<file path="config.mk">
export PLATFORM = sky130hd
export DESIGN_NAME = alu_share_arbiter_flat
export DESIGN_NICKNAME = d
export VERILOG_FILES = /design/src/rtl/alu_share_arbiter_if.sv /design/src/rtl/alu_share_arbiter.sv /design/src/flat_wrapper.sv
export SDC_FILE = /design/constraint.sdc
export NUM_CORES = 1
export LEC_CHECK = 0
export CORE_MARGIN = 2
export CORE_UTILIZATION = 44
export CTS_CLUSTER_DIAMETER = 40
export DETAILED_ROUTE_END_ITERATION = 8
export HOLD_SLACK_MARGIN = 0.1
export PLACE_DENSITY = 0.87
export RECOVER_POWER = 50
export SETUP_SLACK_MARGIN = 0.02
export SYNTH_ARGS = -nofsm -noshare
export SYNTH_HDL_FRONTEND = slang
export SYNTH_SLANG_ARGS = --single-unit
</file>
<file path="constraint.sdc">
create_clock -name Clk -period 4.7 [get_ports Clk]
set_input_delay 0.94 -clock Clk [delete_from_list [all_inputs] [get_ports Clk]]
set_output_delay 0.94 -clock Clk [all_outputs]
set_load 0.03 [all_outputs]
</file>
<file path="src/rtl/alu_share_arbiter_if.sv">
// Handshake and operand bus between two requesters, the shared ALU and the arbiter.
// The arbiter connects through the slave modport. The requester/ALU side uses the master modport.
interface alu_share_arbiter_if;
  logic        ReqA;
  logic        ReqB;
  logic [31:0] InA_A;
  logic [31:0] InB_A;
  logic [31:0] InA_B;
  logic [31:0] InB_B;
  logic [3:0]  CtlA;
  logic [3:0]  CtlB;
  logic [31:0] ALUA;
  logic [31:0] ALUB;
  logic [3:0]  ALUControl;
  logic [31:0] ALUResult;
  logic        GntA;
  logic        GntB;
  logic        DoneA;
  logic        DoneB;
  logic [31:0] Result;
  logic        Busy;

  modport master (
    output ReqA, ReqB, InA_A, InB_A, InA_B, InB_B, CtlA, CtlB, ALUResult,
    input  ALUA, ALUB, ALUControl, GntA, GntB, DoneA, DoneB, Result, Busy
  );

  modport slave (
    input  ReqA, ReqB, InA_A, InB_A, InA_B, InB_B, CtlA, CtlB, ALUResult,
    output ALUA, ALUB, ALUControl, GntA, GntB, DoneA, DoneB, Result, Busy
  );
endinterface

</file>
<file path="src/rtl/alu_share_arbiter.sv">
// Arbitrates two requesters onto one combinational ALU. Arbitration is round-robin, or fixed-priority A when ALU_ARB_FIXED_PRIO_EN is defined.
// Done arrives 2 cycles after Req is sampled, or MUL_CYCLES+1 cycles for a mul. Each Req is a level that is held until its Done, and a loser waits.
module alu_share_arbiter #(
  parameter int unsigned MUL_CYCLES = 4
) (
  input  logic                 Clk,
  input  logic                 Reset_n,
  alu_share_arbiter_if.slave   bus
);

  typedef enum logic [1:0] {IDLE, EXEC, DONE} state_t;

  localparam logic [3:0] MUL_LOAD = 4'(MUL_CYCLES);
  localparam logic [3:0] CTL_MUL  = 4'd8;

  state_t      state;
  state_t      state_nxt;
  logic [31:0] op_a;
  logic [31:0] op_b;
  logic [3:0]  op_ctl;
  logic [3:0]  cnt;
  logic [31:0] result;
  logic        win_b;
  logic        pick_b;
  logic        any_req;
  logic [3:0]  sel_ctl;

  assign any_req = bus.ReqA | bus.ReqB;
  assign sel_ctl = pick_b ? bus.CtlB : bus.CtlA;

`ifdef ALU_ARB_FIXED_PRIO_EN
  assign pick_b = bus.ReqB & ~bus.ReqA;
`else
  // last_b set means B was granted last, so A wins the next tie.
  logic last_b;

  assign pick_b = bus.ReqB & (~bus.ReqA | ~last_b);

  always_ff @(posedge Clk or negedge Reset_n) begin
    if (!Reset_n) begin
      last_b <= 1'b1;
    end else if (state == IDLE && any_req) begin
      last_b <= pick_b;
    end
  end
`endif

  always_ff @(posedge Clk or negedge Reset_n) begin
    if (!Reset_n) begin
      state <= IDLE;
    end else begin
      state <= state_nxt;
    end
  end

  always_comb begin
    state_nxt      = state;
    bus.ALUA       = 32'd0;
    bus.ALUB       = 32'd0;
    bus.ALUControl = 4'd0;
    bus.GntA       = 1'b0;
    bus.GntB       = 1'b0;
    bus.DoneA      = 1'b0;
    bus.DoneB      = 1'b0;
    case (state)
      IDLE: begin
        if (any_req) state_nxt = EXEC;
      end
      EXEC: begin
        bus.ALUA       = op_a;
        bus.ALUB       = op_b;
        bus.ALUControl = op_ctl;
        bus.GntA       = ~win_b;
        bus.GntB       = win_b;
        if (cnt == 4'd1) state_nxt = DONE;
      end
      DONE: begin
        bus.GntA  = ~win_b;
        bus.GntB  = win_b;
        bus.DoneA = ~win_b;
        bus.DoneB = win_b;
        state_nxt = IDLE;
      end
      default: state_nxt = IDLE;
    endcase
  end

  always_ff @(posedge Clk or negedge Reset_n) begin
    if (!Reset_n) begin
      op_a   <= 32'd0;
      op_b   <= 32'd0;
      op_ctl <= 4'd0;
      cnt    <= 4'd0;
      win_b  <= 1'b0;
      result <= 32'd0;
    end else begin
      if (state == IDLE && any_req) begin
        win_b  <= pick_b;
        op_a   <= pick_b ? bus.InA_B : bus.InA_A;
        op_b   <= pick_b ? bus.InB_B : bus.InB_A;
        op_ctl <= sel_ctl;
        cnt    <= (sel_ctl == CTL_MUL) ? MUL_LOAD : 4'd1;
      end else if (state == EXEC) begin
        cnt <= cnt - 4'd1;
        if (cnt == 4'd1) result <= bus.ALUResult;
      end
    end
  end

  assign bus.Result = result;
  assign bus.Busy   = (state != IDLE);

endmodule
</file>
<file path="src/flat_wrapper.sv">
// flat-port wrapper written by rule: the top's interface ports become plain ports
module alu_share_arbiter_flat 
#(
  parameter int unsigned MUL_CYCLES = 4
)
  (Clk, Reset_n, bus_ReqA, bus_ReqB, bus_InA_A, bus_InB_A, bus_InA_B, bus_InB_B, bus_CtlA, bus_CtlB, bus_ALUResult, bus_ALUA, bus_ALUB, bus_ALUControl, bus_GntA, bus_GntB, bus_DoneA, bus_DoneB, bus_Result, bus_Busy);
  alu_share_arbiter_if bus_i ();
  input  logic Clk;
  input  logic Reset_n;
  input wire logic [$bits(bus_i.ReqA)-1:0] bus_ReqA;
  input wire logic [$bits(bus_i.ReqB)-1:0] bus_ReqB;
  input wire logic [$bits(bus_i.InA_A)-1:0] bus_InA_A;
  input wire logic [$bits(bus_i.InB_A)-1:0] bus_InB_A;
  input wire logic [$bits(bus_i.InA_B)-1:0] bus_InA_B;
  input wire logic [$bits(bus_i.InB_B)-1:0] bus_InB_B;
  input wire logic [$bits(bus_i.CtlA)-1:0] bus_CtlA;
  input wire logic [$bits(bus_i.CtlB)-1:0] bus_CtlB;
  input wire logic [$bits(bus_i.ALUResult)-1:0] bus_ALUResult;
  output wire logic [$bits(bus_i.ALUA)-1:0] bus_ALUA;
  output wire logic [$bits(bus_i.ALUB)-1:0] bus_ALUB;
  output wire logic [$bits(bus_i.ALUControl)-1:0] bus_ALUControl;
  output wire logic [$bits(bus_i.GntA)-1:0] bus_GntA;
  output wire logic [$bits(bus_i.GntB)-1:0] bus_GntB;
  output wire logic [$bits(bus_i.DoneA)-1:0] bus_DoneA;
  output wire logic [$bits(bus_i.DoneB)-1:0] bus_DoneB;
  output wire logic [$bits(bus_i.Result)-1:0] bus_Result;
  output wire logic [$bits(bus_i.Busy)-1:0] bus_Busy;
  assign bus_i.ReqA = bus_ReqA;
  assign bus_i.ReqB = bus_ReqB;
  assign bus_i.InA_A = bus_InA_A;
  assign bus_i.InB_A = bus_InB_A;
  assign bus_i.InA_B = bus_InA_B;
  assign bus_i.InB_B = bus_InB_B;
  assign bus_i.CtlA = bus_CtlA;
  assign bus_i.CtlB = bus_CtlB;
  assign bus_i.ALUResult = bus_ALUResult;
  assign bus_ALUA = bus_i.ALUA;
  assign bus_ALUB = bus_i.ALUB;
  assign bus_ALUControl = bus_i.ALUControl;
  assign bus_GntA = bus_i.GntA;
  assign bus_GntB = bus_i.GntB;
  assign bus_DoneA = bus_i.DoneA;
  assign bus_DoneB = bus_i.DoneB;
  assign bus_Result = bus_i.Result;
  assign bus_Busy = bus_i.Busy;
  alu_share_arbiter #(.MUL_CYCLES(MUL_CYCLES)) u_core (.Clk(Clk), .Reset_n(Reset_n), .bus(bus_i));
endmodule
</file>
==> results.md, run 1 <==
- Area Overhead vs Synth: 53.7%
- Syn_nets: 671
- Min Tclk post-route: 3.96 ns
- Number of port buffers: 276
- Die area: 0.0134 mm2
- Largest net degree at the start of global routing: slightly below 80
- Async SR Flop Fraction: 100%
- VDD IR-drop max: 0.299 mV
- Post-detailed-route wirelength per cell: 17.0 um
- Hold Path Class: flop to flop
- Final Cycle Share: 84.2%
- First-pass GRT wire length: approximately 24,000 um
- Multi-input logic area: around 0.0024 mm2
- Synth Warn #: 0
- Worst path cell trace: dlygate4sd3_1, a21boi_4, clkbuf_1, mux2i_1, o21ai_0
- Resize count post-CTS: 0
- Worst path slowest cell: clkbuf_1
- CTS hold repair buffers: 0
- Sinks on Clock Net: 108
- Final hold violations: 0
- Die width: 116 um
- Setup TNS: 0 ns
- Synth top area share: 48.8%
- EDFF count, synth: 0
- Cell with the most instances after synthesis: dfrtp_1
- Slew Limit Fails: 177
- Total Routed Length: around 16,000 um
- Fill cells: roughly 930
- Cell area after synthesis: 0.00548 mm2
- Clock Path Buffers: 2
- Initial antenna violation count: 0
- Buf/Inv on CP: 2
- Congestion Overflow GR: 0
- RSZ-0062 raised after global routing: no
- Die height: 116 um
- Diode count: 0
- Max incr delay on CP: 1.67 ns
- Top cells by area, synth: dfrtp_1 (49%), mux2i_1 (12%), mux2_4 (8.2%), and2_1 (8.0%), o21ai_0 (5.3%)
- Mean post-synth cell area: 11.1 um2
- Pleak: 0.00356 uW
- Core Util, Final: 69.6%
- Crit-path max FO: 32
- Commonest cells in the netlist: dfrtp_1 (107), and2_1 (70), mux2i_1 (68), nand2_1 (68), o21ai_0 (58)
- Met3 usage: 7.17%
- Most used routing layer: met2
- Worst rel slew slack: -83.5%
- Status: finished, violations left
- Post-CTS Setup Bufs: 0
- Yosys top cell by area: dfrtp_1
- CP Class: input port to flop
- Post-synthesis register bit count: about 110
- Reg clk slew, reported paths: 0.07 ns
- Hpwl dp: 12,100 um
- Routed Antenna Nets: 0
- Power per standard cell area: 642 mW/mm2
- Arrival time at the worst endpoint: 4.22 ns
- Rows: 40
- Top FF cell, synth: dfrtp_1
- Yosys cell types: 35
- DRT iter0 DRCs: 174
- Register area share after synthesis: 49.3%
- CTS H-tree lvls: 3
- Flop-to-flop setup slack: roughly 1.1 ns
- Grt met2 use: 42.7%
- Grt met1 use: 26.7%
- Final setup viols: 0
- Pre-Repair DR Iteration Count: 4
- Max-cap violations: 4
- Cts bufs inserted: 9
- Starting Density: 45.3%
- Failing checks: capacitance limit, slew limit
- IO Pins: roughly 280
- Storage cell area: 0.00270 mm2
- # DRC: 0
- Worst Path Required: a little under 5 ns
- Hold WS: 0.470 ns
- Vias in the first global route: 4,715
- Core ar.: 0.0121 mm2
- Root Driver: clkbuf_16
- NumNets Final: between 900 and 1,000
- Slew @ Worst Pin: 2.74 ns
- TritonCTS clock tree: done
- Via/cell ratio: 4.90
- Delay-heaviest family, CP: buffers and inverters
- Setup crit start kind: input port
- Max Freq: between 0.2 and 0.3 GHz
- Worst skew pair latency: between 0.3 and 0.4 ns
- Tot Pwr: 5410 uW
- Cells after synthesis: 492
- Crit. End Element: flop
- Share of layout cells above drive strength 1: roughly 4%
- Via count: 4,523
- Clock Skews: 0.00690 ns
- GRT Total Usage: 23.6%
- RD Place Congestion: 0.819
-- sequential cells by signal (all words and copies together) (netlist names) --
register	flops
u_core.cnt	4
u_core.op_a	32
u_core.win_b	1
u_core.state	2
u_core.last_b	1
u_core.op_ctl	4
u_core.bus.Result	32
u_core.op_b	32
-- routing by layer --
| layer | wire (um) | part of all wire [%] |
|---|---|---|
| met1 | 5780 | 37 |
| met5 | 0 | 0 |
| met3 | 1270 | 8.1 |
| met4 | 373 | 2.4 |
| met2 | 8250 | 53 |
-- through the flow --
stage / cells / cell area [um2] / worst slack, ns
floorplan: 492 / 5480 / 2.28
global placement: 907 / 8270 / 1.33
detailed placement: 907 / 8270 / 1.27
CTS: 923 / 8560 / 0.882
global route: 923 / 8430 / 0.482
finish: 923 / 8430 / 0.742
-- logic make-up (layout without fill, tap and decap cells) --
family | Yosys count | after routing | share of synthesized area (%)
xor gates and xnor gates | 3 | 3 | 0.479
adders and majority gates | 7 | 7 | 1.60
DFF | 108 | 108 | 49.3
AOI/OAI and AO/OA | 80 | 80 | 7.94
and+or+nand+nor | 153 | 153 | 14.6
muxes | 101 | 101 | 21.2
buffers and inverters | 40 | 303 | 4.79
-- worst reg2reg max path: stages, from the launching register on --
cell and delay, ns:
dfrtp_1 0.40, inv_1 0.09, ha_1 0.14, or3b_1 0.39, nor2_1 2.02, mux2_2 0.49
-- cells in the final DEF (no fill, tap or decap), types with 2 or more instances in the layout --
cell type        count
dlygate4sd3_1       16
xnor2_1              2
nor2b_1              4
mux2i_1             68
o21a_1               2
mux2_4               2
clkdlybuf4s50_1    259
buf_4                3
ha_1                 6
mux2_1              25
clkbuf_1             5
nor2_1               5
a21oi_1              2
inv_1                6
nor3b_1              3
nand2_1             68
dfrtp_1            107
mux2_2               6
o21ai_1             10
clkbuf_16            9
and2_1              70
o21ai_0             58
-- area by class of cell --
class / count / area share, %
Clock buffer: 12 / 2.81
Clock inverter: 4 / 0.609
Inverter: 6 / 0.267
Multi-Input combinational cell: 344 / 28.6
Sequential cell: 108 / 32.1
Tap cell: 168 / 2.49
Timing Repair Buffer: 281 / 33.1
-- power by group --
group,leakage (uW),internal [uW],switching [uW],total (uW)
clock,0.000137,414,334,748
sequential,0.00131,1400,258,1660
combinational,0.00212,1290,1710,3000
total,0.00356,3110,2300,5410
-- final timing paths --
path,startpoint,cells after the start,end
worst max register to register,u_core.cnt[1],5,u_core.bus.Result[5]
max in group asynchronous,Reset_n,2,u_core.op_b[8]
worst min-delay path,u_core.op_a[12],2,u_core.op_a[12]
worst min register to register,u_core.op_a[12],2,u_core.op_a[12]
worst max-delay path,bus_ReqB,5,u_core.op_b[15]
min in group asynchronous,Reset_n,1,u_core.bus.Result[16]
No activity file was read; power rests on OpenSTA's default activity.
==> inputs of run 2 (changes only) <==
--- a/config.mk
+++ b/config.mk
@@ -6,11 +6,11 @@
 export NUM_CORES = 1
 export LEC_CHECK = 0
 export CORE_MARGIN = 2
-export CORE_UTILIZATION = 44
+export CORE_UTILIZATION = 37
 export CTS_CLUSTER_DIAMETER = 40
 export DETAILED_ROUTE_END_ITERATION = 8
 export HOLD_SLACK_MARGIN = 0.1
-export PLACE_DENSITY = 0.87
+export PLACE_DENSITY = 0.78
 export RECOVER_POWER = 50
 export SETUP_SLACK_MARGIN = 0.02
 export SYNTH_ARGS = -nofsm -noshare
==> constraint.sdc (replaced) <==
create_clock -name Clk -period 3.6 [get_ports Clk]
set_input_delay 0.72 -clock Clk [delete_from_list [all_inputs] [get_ports Clk]]
set_output_delay 0.72 -clock Clk [all_outputs]
set_load 0.03 [all_outputs]
==> results.md, run 2 (synthesis results as in run 1) <==
- Min Tclk post-route: 3.31 ns
- Die area: 0.0158 mm2 (+18%)
- CTS hold repair buffers: 0 (unchanged)
- Hold path startpoint: u_core.op_a[29]
- Final setup viols: 0 (unchanged)
- Final hold violations: 0 (unchanged)
- Clock Path Buffers: 2 (unchanged)
- Share of layout cells above drive strength 1: 8.20% (+4.2 points)
- RSZ-0062 raised after global routing: no
- CP Class: flop to output port
- Max incr delay on CP: 0.67 ns (-1.00 ns)
- IO Pins: 277 (unchanged)
- First-pass GRT wire length: 23,700 um (-2.3%)
- Hpwl dp: 11,200 um (-6.9%)
- Initial antenna violation count: 0 (unchanged)
- Largest net degree at the start of global routing: 74 (-5.1%)
- TritonCTS clock tree: done
- WHS Path Cells: 2 (unchanged)
- Worst Path Required: 2.88 ns (-2.08 ns)
- Critical R2R Launch: u_core.state[0]
- Area Overhead vs Synth: 56.8%
- NumNets Final: 930 (+0.11%)
- Reg clk slew, reported paths: 0.08 ns (about the same)
- Setup TNS: 0 ns (unchanged)
- Sinks on Clock Net: 108 (unchanged)
- Worst path slowest cell: clkdlybuf4s50_1
- Post-detailed-route wirelength per cell: 15.7 um (-7.7%)
- Setup crit start kind: flop
- Total Routed Length: 14,700 um (-6.0%)
- GRT Total Usage: 18.7% (-4.9 points)
- Status: complete, no violations
- Fill cells: 1,209 (+30%)
- Hold Path Class: flop to flop
- Final Cycle Share: a little over 90%
- Via/cell ratio: 4.70 (-4.0%)
- Crit. End Element: output port
- Storage cell area: 0.00270 mm2 (unchanged)
- Slew @ Worst Pin: 1.31 ns (-1.43 ns)
- Arrival time at the worst endpoint: 2.59 ns (-1.63 ns)
- Number of port buffers: 276 (unchanged)
- Diode count: 0 (unchanged)
- Worst skew pair latency: 0.34 ns (about the same)
- Rows: 44 (+10%)
- Commonest non-fill, non-tap cell in the layout: clkdlybuf4s50_1
- VDD IR-drop max: 0.391 mV (+31%)
- Max-cap violations: 0 (-4)
- Max Freq: 0.303 GHz
- Power per standard cell area: 842 mW/mm2 (+31%)
- Pleak: 0.00369 uW (+3.5%)
- Flop-to-flop setup slack: 1.28 ns (+0.22 ns)
- WHS Endpoint: u_core.op_a[29]
- Vias in the first global route: 4,694 (-0.45%)
- Tot Pwr: 7230 uW (+34%)
- Resize count post-CTS: 0 (unchanged)
- CTS H-tree lvls: 3 (unchanged)
- DRT iter0 DRCs: 123 (-29%)
- Design area: 0.00860 mm2 (+2.0%)
- Post-CTS Setup Bufs: 0 (unchanged)
- Highest-count cells in the layout ignoring fill and taps: clkdlybuf4s50_1 (255), dfrtp_1 (107), and2_1 (70), mux2i_1 (68), nand2_1 (68)
- # DRC: 0 (unchanged)
- Hold WS: 0.475 ns (+0.00459 ns)
- Multi-input logic area: 0.00253 mm2 (+4.7%)
- Core ar.: 0.0145 mm2 (+20%)
- Pre-Repair DR Iteration Count: 4 (unchanged)
- Slew Limit Fails: 0 (-100%)
- Worst rel slew slack: 12.4% (+96 points)
- Root Driver: clkbuf_16
- Cts bufs inserted: 9 (unchanged)
- Via count: 4,421 (-2.3%)
- Die width: 126 um (+8.7%)
- RD Place Congestion: 0.770 (-6.0%)
- Routed Antenna Nets: 0 (unchanged)
- Crit-path max FO: 39 (+22%)
- Die height: 126 um (+8.7%)
- Cells on worst reg2reg path: 5 (unchanged)
- Reg-to-Reg End: u_core.op_b[7]
- Congestion Overflow GR: 0 (unchanged)
- Starting Density: 37.9% (-7.4 points)
- Placed Area: 0.00834 mm2 (+0.79%)
- Clock Skews: 0.00802 ns (+0.00112 ns)
- Worst path cell trace: inv_1, ha_2, buf_12, and2_1, clkdlybuf4s50_1
[run 2: cell types whose count changed in the layout (fill, tap and decap cells not counted), sizes merged]
cell / before / now
clkdlybuf4s50: 259 / 255
bufinv: 1 / 0
inv: 6 / 9
clkbuf: 15 / 13
clkinv: 2 / 3
dlygate4sd3: 16 / 20
[run 2: report_power, final]
part	switching, uW	internal (uW)
combinational	2240	1880
clock	477	488
sequential	321	1830
total	3040	4190
[run 2: routing by layer]
metal  part of all wire [%]  global-route usage (%)  vias up
met2                     51                    34.2      167
met1                     40                    21.8     2065
met5                      0                       0        -
li1                       -                       -     2175
met4                    1.5                    5.49        0
met3                    6.8                    4.38       14
[run 2: worst max path at each step]
stage | slack (ns) | end | cells after the start | startpoint
3_5_place_dp | 0.62 | bus_ALUA[7] | 5 | u_core.state[1]
4_1_cts | 0.23 | bus_ALUA[7] | 5 | u_core.state[1]
3_3_place_gp | 0.73 | bus_ALUA[26] | 5 | u_core.state[1]
2_1_floorplan | 1.40 | bus_ALUA[0] | 5 | u_core.state[1]
6_report | 0.29 | bus_ALUA[16] | 5 | u_core.state[1]
5_1_grt | 0.12 | bus_ALUA[15] | 5 | u_core.state[1]
[run 2: critical path: cells and delay by family, from the launching register on]
kind	cells	cell delay (ns)
adder cells (fa/ha/maj)	1	0.61
AND/OR/NAND/NOR	1	0.16
buffers and inverters	3	1.07
flip-flops	1	0.39
[run 2: cell type report]
class	instances	share of cell area [%]
tap	184	2.68
clock inverter	7	0.786
timing repair buffer	282	32.8
multi-input combinational	344	29.4
clock buffer	9	2.62
inverter	6	0.262
sequential	108	31.5
[run 2: metrics by stage]
stage | worst slack (ns) | instances | utilization, %
final | 0.295 | 940 | 59.4
after global routing | 0.122 | 940 | 59.4
after CTS | 0.233 | 940 | 59.6
after detailed placement | 0.624 | 924 | 57.6
after global placement | 0.730 | 924 | 57.6
after floorplan | 1.40 | 492 | -
==> inputs of run 3 (changes only) <==
--- a/config.mk
+++ b/config.mk
@@ -10,9 +10,10 @@
 export CTS_CLUSTER_DIAMETER = 40
 export DETAILED_ROUTE_END_ITERATION = 8
 export HOLD_SLACK_MARGIN = 0.1
-export PLACE_DENSITY = 0.78
+export PLACE_DENSITY = 0.89
 export RECOVER_POWER = 50
 export SETUP_SLACK_MARGIN = 0.02
+export SLEW_MARGIN = 10
 export SYNTH_ARGS = -nofsm -noshare
 export SYNTH_HDL_FRONTEND = slang
 export SYNTH_SLANG_ARGS = --single-unit
==> results.md, run 3 (synthesis results as in run 1) <==
- Max Freq: 0.318 GHz (+5.2%)
- Pleak: 0.00368 uW (-0.16%)
- Int Pwr: 4260 uW (+1.5%)
- Final Cycle Share: 87.3% (-4.5 points)
- First-pass GRT wire length: 23,900 um (+0.81%)
- Crit-path max FO: 32 (-18%)
- Slew Limit Fails: 33 (+33)
- Setup TNS: 0 ns (unchanged)
- Psw: 2980 uW (-2.0%)
- Gate power share: 55.6% (-1.4 points)
- Cts bufs inserted: 9 (unchanged)
- Max-cap violations: 1 (+1)
- Initial antenna violation count: 0 (unchanged)
- Diode count: 0 (unchanged)
- VDD IR-drop max: 0.395 mV (+1.1%)
- Sinks on Clock Net: 108 (unchanged)
- Reg clk slew, reported paths: 0.07 ns (about the same)
- NumNets Final: 933 (+0.32%)
- Hold path startpoint: u_core.op_b[18]
- Die height: 126 um (unchanged)
- Starting Density: 37.9% (unchanged)
- Die width: 126 um (unchanged)
- Max incr delay on CP: 1.56 ns (+0.89 ns)
- CTS H-tree lvls: 3 (unchanged)
- Share of layout cells above drive strength 1: 7.51% (-0.69 points)
- Area Overhead vs Synth: 56.8% (about the same)
- Core ar.: 0.0145 mm2 (unchanged)
- Largest net degree at the start of global routing: 88 (+19%)
- Cells on worst reg2reg path: 5 (unchanged)
- IO Pins: 277 (unchanged)
- Crit. End Element: flop
- # DRC: 0 (unchanged)
- Final setup viols: 0 (unchanged)
- Final WS setup: 0.458 ns (+0.163 ns)
- Post-detailed-route wirelength per cell: 16.0 um (+2.2%)
- Hpwl dp: 11,300 um (+0.87%)
- Clock Path Buffers: 2 (unchanged)
- Arrival time at the worst endpoint: 3.37 ns (+0.78 ns)
- Pre-CTS setup slack: 0.830 ns (+0.206 ns)
- Worst Path Required: 3.82 ns (+0.94 ns)
- Vias in the first global route: 4,574 (-2.6%)
- Worst rel slew slack: -41.5% (-54 points)
- Die area: 0.0158 mm2 (unchanged)
- CP Class: flop to flop
- Setup crit start kind: flop
- CP Launch Point: u_core.cnt[1]
- WHS Endpoint: u_core.op_b[18]
- Post-CTS Setup Bufs: 0 (unchanged)
- Worst skew pair latency: 0.34 ns (about the same)
- CTS hold repair buffers: 0 (unchanged)
- Congestion Overflow GR: 0 (unchanged)
- Worst path cell trace: inv_1, ha_1, or3b_4, nor2_2, mux2_2
- Clock Skews: 0.00584 ns (-0.00218 ns)
- RSZ-0062 raised after global routing: no
- RD Place Congestion: 0.727 (-5.6%)
- Pre-Repair DR Iteration Count: 4 (unchanged)
- Slew @ Worst Pin: 2.12 ns (+0.805 ns)
- DRT iter0 DRCs: 171 (+39%)
- Highest-count cells in the layout ignoring fill and taps: clkdlybuf4s50_1 (242), dfrtp_1 (107), and2_1 (70), mux2i_1 (68), nand2_1 (68)
- Via/cell ratio: 4.74 (+0.85%)
- Clock share of power: 14.9% (+1.6 points)
- Flop-to-flop setup slack: 0.46 ns (-0.82 ns)
- Failing checks: capacitance limit, slew limit
- Worst path slowest cell: nor2_2
- Hold Path Class: flop to flop
- Rows: 44 (unchanged)
- Resize count post-CTS: 0 (unchanged)
- Status: finished, violations left
- Min Tclk post-route: 3.14 ns (-0.163 ns)
- Final hold violations: 0 (unchanged)
- TritonCTS clock tree: done
- Total Routed Length: 15,100 um (+2.5%)
- Commonest non-fill, non-tap cell in the layout: clkdlybuf4s50_1
- GRT Total Usage: 19.1% (+0.44 points)
- Power per standard cell area: 842 mW/mm2 (about the same)
- Reg-to-Reg End: u_core.bus.Result[29]
- Sw Ratio: 41.2% (-0.86 points)
- Critical R2R Launch: u_core.cnt[1]
- Root Driver: clkbuf_16
- WHS Path Cells: 2 (unchanged)
- Sequential share of power: 29.5% (-0.2 points)
- Routed Antenna Nets: 0 (unchanged)
- Number of port buffers: 276 (unchanged)
- Via count: 4,473 (+1.2%)
## run 3: stage by stage
step / utilization, % / hold slack (ns) / std cells / power [uW] / instance area [um2]
after global routing: 59.4 / 0.496 / 943 / 7710 / 8600
after global placement: 57.6 / 0.453 / 927 / 6290 / 8350
after detailed placement: 57.6 / 0.463 / 927 / 6380 / 8350
final: 59.4 / 0.476 / 943 / 7240 / 8600
after CTS: 59.9 / 0.466 / 943 / 7490 / 8670
after floorplan: - / 0.424 / 492 / 4820 / 5480
## run 3: worst max-delay path by stage
stage	endpoint	slack, ns	cells after the start
6_report	u_core.bus.Result[29]	0.46	5
5_1_grt	u_core.bus.Result[29]	0.24	5
4_1_cts	bus_ALUControl[0]	0.50	5
3_5_place_dp	u_core.op_a[29]	0.83	5
3_3_place_gp	u_core.op_b[1]	0.89	5
2_1_floorplan	bus_ALUA[0]	1.40	5
## run 3: routing by layer
| layer | global-route usage (%) | routed length [um] | up-vias |
|---|---|---|---|
| met5 | 0 | 0 | - |
| met4 | 6.27 | 202 | 0 |
| met3 | 6.24 | 1380 | 14 |
| met2 | 31.9 | 7360 | 213 |
| met1 | 23.6 | 6150 | 2077 |
| li1 | - | - | 2169 |
## run 3: cell type report
cell class	count	area (um2)
fillers	1193	5880
repair buffers	285	2840
flip-flops and latches	108	2700
multi-input cells	344	2480
clock buffers	10	239
well taps	184	230
clock inverters	6	86.3
inverters	6	22.5
## run 3: power groups by stage
stage	sequential (uW)	clock (uW)	combinational (uW)
2_1_floorplan	2450	0	2370
3_3_place_gp	2140	0	4150
3_5_place_dp	2180	0	4200
4_1_cts	2160	1110	4230
5_1_grt	2210	1170	4330
6_report	2140	1080	4020
## run 3: worst max-delay path, delay by kind of cell (launching register included)
family / cells / cell delay (ns)
flops: 1 / 0.40
mux: 1 / 0.45
simple gates: 2 / 1.95
fa+ha+maj: 1 / 0.14
buf+inv: 1 / 0.08
